File: src/rtl/swerv_types.sv
// Shared LSU types: stage packet and DMA size codes.
// Used by the LSU packet pipeline and its stages.
package swerv_types;

  typedef struct packed {
    logic valid;
    logic load;
    logic store;
    logic by;
    logic half;
    logic word;
    logic dma;
    logic unsign;
  } lsu_pkt_t;

  localparam logic [2:0] SZ_BYTE = 3'd0;
  localparam logic [2:0] SZ_HALF = 3'd1;
  localparam logic [2:0] SZ_WORD = 3'd2;

endpackage

File: src/rtl/lsu_pipe_stage.sv
// One LSU pipe stage: packet plus address register.
// Hold keeps contents, kill drops non-DMA valids.
module lsu_pipe_stage
  import swerv_types::*;
(
  input  logic        clk,
  input  logic        rst,
  input  logic        hold,
  input  logic        kill,
  input  lsu_pkt_t    pkt_in,
  input  logic [31:0] addr_in,
  output lsu_pkt_t    pkt,
  output logic [31:0] addr
);

  lsu_pkt_t    pkt_nxt;
  logic [31:0] addr_nxt;

  // Pick held or incoming contents, then apply flush kill
  always_comb begin
    pkt_nxt  = hold ? pkt  : pkt_in;
    addr_nxt = hold ? addr : addr_in;
    if (kill && !pkt_nxt.dma)
      pkt_nxt.valid = 1'b0;
  end

  // Stage register with asynchronous clear
  always_ff @(posedge clk or posedge rst) begin
    if (rst) begin
      pkt  <= '0;
      addr <= '0;
    end else begin
      pkt  <= pkt_nxt;
      addr <= addr_nxt;
    end
  end

endmodule

File: src/rtl/lsu_pkt_pipe.sv
// LSU packet pipeline dc1..dc5 with DMA injection,
// freeze and flush, plus dc2 region decode.
module lsu_pkt_pipe
  import swerv_types::*;
#(
  parameter logic [31:0] DCCM_BASE = 32'hF004_0000,
  parameter logic [31:0] DCCM_SIZE = 32'h0001_0000,
  parameter logic [31:0] PIC_BASE  = 32'hF00C_0000,
  parameter logic [31:0] PIC_SIZE  = 32'h0000_8000
) (
  input  logic        clk,
  input  logic        rst,
  input  lsu_pkt_t    lsu_p,
  input  logic [31:0] lsu_addr_d,
  input  logic        dma_dccm_req,
  input  logic [31:0] dma_mem_addr,
  input  logic [2:0]  dma_mem_sz,
  input  logic        dma_mem_write,
  input  logic        lsu_freeze_dc3,
  input  logic        dec_tlu_flush_lower_wb,
  output logic        dma_dccm_ready,
  output logic        lsu_stall_d,
  output lsu_pkt_t    lsu_pkt_dc1,
  output lsu_pkt_t    lsu_pkt_dc2,
  output lsu_pkt_t    lsu_pkt_dc3,
  output lsu_pkt_t    lsu_pkt_dc4,
  output lsu_pkt_t    lsu_pkt_dc5,
  output logic [31:0] lsu_addr_dc1,
  output logic [31:0] lsu_addr_dc2,
  output logic [31:0] lsu_addr_dc3,
  output logic [31:0] lsu_addr_dc4,
  output logic [31:0] lsu_addr_dc5,
  output logic        addr_in_dccm_dc2,
  output logic        addr_in_pic_dc2,
  output logic        lsu_idle_any
);

  localparam int DW = $clog2(DCCM_SIZE);
  localparam int PW = $clog2(PIC_SIZE);

  logic        frz;
  logic        flush;
  lsu_pkt_t    dma_pkt;
  lsu_pkt_t    src_pkt;
  logic [31:0] src_addr;
  lsu_pkt_t    dc4_in;

  assign frz   = lsu_freeze_dc3;
  assign flush = dec_tlu_flush_lower_wb;

  assign dma_dccm_ready = dma_dccm_req & ~lsu_p.valid
                        & ~frz & ~flush;
  assign lsu_stall_d    = frz;

  // Build the DMA packet from the request attributes
  always_comb begin
    dma_pkt       = '0;
    dma_pkt.valid = 1'b1;
    dma_pkt.dma   = 1'b1;
    dma_pkt.store = dma_mem_write;
    dma_pkt.load  = ~dma_mem_write;
    dma_pkt.by    = (dma_mem_sz == SZ_BYTE);
    dma_pkt.half  = (dma_mem_sz == SZ_HALF);
    dma_pkt.word  = (dma_mem_sz >= SZ_WORD);
  end

  // Stage-1 source: decode first, DMA when decode is idle
  always_comb begin
    src_pkt  = '0;
    src_addr = lsu_addr_d;
    if (dma_dccm_ready) begin
      src_pkt  = dma_pkt;
      src_addr = dma_mem_addr;
    end else if (lsu_p.valid && !flush) begin
      src_pkt  = lsu_p;
    end
  end

  // Freeze drops a bubble into dc4 behind the held dc3
  assign dc4_in = frz ? '0 : lsu_pkt_dc3;

  lsu_pipe_stage u_dc1 (
    .clk(clk), .rst(rst),
    .hold(frz), .kill(flush),
    .pkt_in(src_pkt), .addr_in(src_addr),
    .pkt(lsu_pkt_dc1), .addr(lsu_addr_dc1)
  );

  lsu_pipe_stage u_dc2 (
    .clk(clk), .rst(rst),
    .hold(frz), .kill(flush),
    .pkt_in(lsu_pkt_dc1), .addr_in(lsu_addr_dc1),
    .pkt(lsu_pkt_dc2), .addr(lsu_addr_dc2)
  );

  lsu_pipe_stage u_dc3 (
    .clk(clk), .rst(rst),
    .hold(frz), .kill(flush),
    .pkt_in(lsu_pkt_dc2), .addr_in(lsu_addr_dc2),
    .pkt(lsu_pkt_dc3), .addr(lsu_addr_dc3)
  );

  lsu_pipe_stage u_dc4 (
    .clk(clk), .rst(rst),
    .hold(1'b0), .kill(flush),
    .pkt_in(dc4_in), .addr_in(lsu_addr_dc3),
    .pkt(lsu_pkt_dc4), .addr(lsu_addr_dc4)
  );

  lsu_pipe_stage u_dc5 (
    .clk(clk), .rst(rst),
    .hold(1'b0), .kill(1'b0),
    .pkt_in(lsu_pkt_dc4), .addr_in(lsu_addr_dc4),
    .pkt(lsu_pkt_dc5), .addr(lsu_addr_dc5)
  );

  assign addr_in_dccm_dc2 = lsu_pkt_dc2.valid
    & (lsu_addr_dc2[31:DW] == DCCM_BASE[31:DW]);
  assign addr_in_pic_dc2  = lsu_pkt_dc2.valid
    & (lsu_addr_dc2[31:PW] == PIC_BASE[31:PW]);

  assign lsu_idle_any = ~(lsu_pkt_dc1.valid | lsu_pkt_dc2.valid
                        | lsu_pkt_dc3.valid | lsu_pkt_dc4.valid
                        | lsu_pkt_dc5.valid);

  // Overlapping regions are a broken configuration
  a_no_overlap: assert property (@(posedge clk) disable iff (rst)
    !(addr_in_dccm_dc2 && addr_in_pic_dc2));

endmodule

File: config.mk
export PLATFORM = sky130hd
export DESIGN_NAME = lsu_pkt_pipe
export DESIGN_NICKNAME = d
export VERILOG_FILES = /design/src/rtl/swerv_types.sv /design/src/rtl/lsu_pipe_stage.sv /design/src/rtl/lsu_pkt_pipe.sv
export SDC_FILE = /design/constraint.sdc
export NUM_CORES = 1
export LEC_CHECK = 0
export ABC_AREA = 1
export BUFFER_PORTS_ARGS = -buffer_cell sky130_fd_sc_hd__clkbuf_2
export CAP_MARGIN = 0
export CORE_UTILIZATION = 35
export CTS_BUF_LIST = sky130_fd_sc_hd__clkbuf_8 sky130_fd_sc_hd__clkbuf_16
export DETAILED_ROUTE_END_ITERATION = 6
export PLACE_DENSITY = 0.74
export SETUP_SLACK_MARGIN = 0.15
export SYNTH_ARGS = -nofsm -noshare
export SYNTH_HDL_FRONTEND = slang
export SYNTH_SLANG_ARGS = --single-unit
export TNS_END_PERCENT = 20
File: constraint.sdc
create_clock -name clk -period 5.3 [get_ports clk]
set_input_delay 0 -clock clk [delete_from_list [all_inputs] [get_ports clk]]
set_output_delay 0 -clock clk [all_outputs]
set_load 0.1 [all_outputs]
==> key figures <==
Logic synthesis
  • Syn_area_per_cell: 10.92 um^2
  • Mapped Cells: ~650
  • Sequential-to-total area share from yosys stat: 0.7026
  • Synth cell types: 23
  • Synth Register Bits: 200
  • Synth Warn #: 0
  • Syn nets: roughly 730
  • Post-synthesis instance area: 0.007123 mm^2

Die
  • Core box area: about 0.020 mm^2
  • Num rows: ~50
  • Die H: ~140 um
  • Die X: ~140 um
  • Initial Util: 0.3613
  • IO Pins: between 200 and 300
  • DIE AREA: 0.02093 mm^2

Global routing
  • Overall Global Routing Usage: 0.1859
  • Largest net degree at the start of global routing: 201
  • Global-route wire length before repair: approximately 30000 um
  • Global route overflow: 0
  • Initial antenna violation count: 0
  • Number of global-route vias before repair: 5749

Clock network
  • Post-CTS Resized: 0
  • CTS clk-pin slew, worst paths: 0.07 ns
  • Max Root-Sink Buffers: 2
  • CTS Root Cell: clkbuf_16
  • Clock latency at the later pin of the worst-skew pair: ~0.42 ns
  • Htree depth: 4
  • CTS tree: built
  • Clock tree sinks: 200
  • Total CTS buffers: 17

STA
  • Actual slew at the worst max-slew pin: 1.191 ns
  • Final hold slack: 0.03802 ns
  • FMAX: 416.8 MHz
  • Setup TNS: 0 ns
  • PnR worst setup slack: 2.901 ns
  • Headroom to the max-slew limit: 0.2060
  • Final Hold Fails: 0
  • # setup viols final: 0
  • Tmin final: ~2.4 ns
  • RSZ-0062 raised after global routing: no
  • Tcrit/Tclk final: 0.4527
  • Max Slew Vio Count: 0
  • Clk_skew: 0.01061 ns

Cells and area
  • Most frequent cells in the layout: clkbuf_2 (284), dfrtp_1 (200), nand2_1 (163)
  • Layout Cells excl Fill: 1276
  • Syn-to-layout area delta: 40.87%
  • Commonest non-fill, non-tap cell in the layout: clkbuf_2
  • Share of layout cells above drive strength 1: 0.3294
  • Layout net count: between 1000 and 1500
  • Final instance area: ~0.010 mm^2
  • N_diodes: 0
  • Post-Route Utilization: 0.5089

Route
  • Antenna-violating nets left: 0
  • DR vias/cell: 4.612
  • Drt wl/cell: ~15 um
  • Pre-antenna DRT Iters: 4
  • Detailed Route Iter0 Violations: 297
  • Drt drc: 0
  • Final WL: 19330 um
  • Via count: 5885

Placed design
  • DP Worst Slack: 3.126 ns
  • Inst Count DP: between 1000 and 1500
  • Final Wtd Congestion: ~0.8
  • Post-DP Area: between 0.008 and 0.009 mm^2
  • Port Buffers: between 200 and 300
  • Post-DP HPWL: 12380 um

Hold path
  • HP Class: input port to register

Pwr
  • Pwr dens: 494.2 mW/mm^2
  • LEAKAGE: 5.331 nW
  • VDD IR max: 0.2308 mV
  • Overall power: 4.960 mW

Setup path
  • Arr. time, crit path: 2.40 ns
  • Crit-path max FO: 36
  • Worst path required time: 5.30 ns
  • Startpoint Class: input port
  • Crit path capture type: output port
  • Critical path type: input port to output port

Status
  • Status: completed

Job
  • Max cap viols: 0
-- registers in the layout, summed over array words and instances, names as in the netlist --
| name | cells |
|---|---|
| u_dc2.pkt | 8 |
| u_dc2.addr | 32 |
| u_dc5.addr | 32 |
| u_dc3.pkt | 8 |
| u_dc5.pkt | 8 |
| u_dc4.pkt | 8 |
| u_dc4.addr | 32 |
| u_dc1.pkt | 8 |
| u_dc1.addr | 32 |
| u_dc3.addr | 32 |
-- worst paths after layout --
| path | slack (ns) | to | cells after the start | from |
|---|---|---|---|---|
| max in group asynchronous | 4.11 | u_dc2.addr[10] | 4 | rst |
| worst min-delay path | 0.04 | u_dc1.pkt[7] | 5 | lsu_p[7] |
| worst max-delay path | 2.90 | dma_dccm_ready | 6 | dec_tlu_flush_lower_wb |
| worst min register to register | 0.37 | u_dc5.pkt[6] | 0 | u_dc4.pkt[6] |
| min in group asynchronous | 0.48 | u_dc4.addr[30] | 4 | rst |
| worst max register to register | 3.99 | u_dc1.addr[23] | 3 | u_dc1.addr[23] |
-- repair_timing --
| action | in CTS | in global routing |
|---|---|---|
| hold buffers | 78 | 0 |
| hold endpoints to repair | 240 | 0 |
| buffers inserted | 0 | 0 |
-- cell type report --
class / count / area, um^2
sequential: 200 / 5005
clock inverter: 12 / 131.4
tap: 265 / 331.6
timing repair buffer: 365 / 2237
clock buffer: 19 / 452.9
multi-input combinational: 367 / 1690
inverter: 48 / 186.4
fill: 1806 / 9683
-- logic make-up after synthesis --
family	after synthesis	synth area share
AOI/OAI and AO/OA	74	0.05287
buffers and inverters	85	0.06008
DFF	200	0.7026
and+or+nand+nor	293	0.1844
-- cell usage after synthesis, drive strengths merged --
master / number / area share
o211ai: 1 / 0.0011
a21oi: 2 / 0.0014
inv: 48 / 0.025
nand4: 1 / 0.00088
buf: 32 / 0.032
nand2: 164 / 0.087
clkbuf: 5 / 0.0026
o21ai: 71 / 0.050
nand3: 103 / 0.078
nor3: 4 / 0.0028
nor3b: 1 / 0.0011
dfrtp: 200 / 0.70
nor2: 20 / 0.014
-- metal layers --
| layer | vias to the layer above | part of all wire | GRT usage |
|---|---|---|---|
| met5 | - | 0 | 0 |
| met4 | 0 | 0.016 | 0.07036 |
| met1 | 2868 | 0.43 | 0.2344 |
| li1 | 2793 | - | - |
| met2 | 201 | 0.50 | 0.3130 |
| met3 | 23 | 0.055 | 0.03916 |
-- critical path: stages --
cell	delay [ns]
dlygate4sd3_1	0.53
clkbuf_2	0.19
nor2_8	0.46
nand2_4	0.43
inv_1	0.27
clkbuf_2	0.49
-- report_power, final --
group / switching (mW) / total [mW] / internal (mW)
clock network: 0.603 / 1.29 / 0.689
logic: 1.60 / 1.85 / 0.246
registers: 0.115 / 1.82 / 1.70
total: 2.32 / 4.96 / 2.64
No activity file was read; power rests on OpenSTA's default activity.
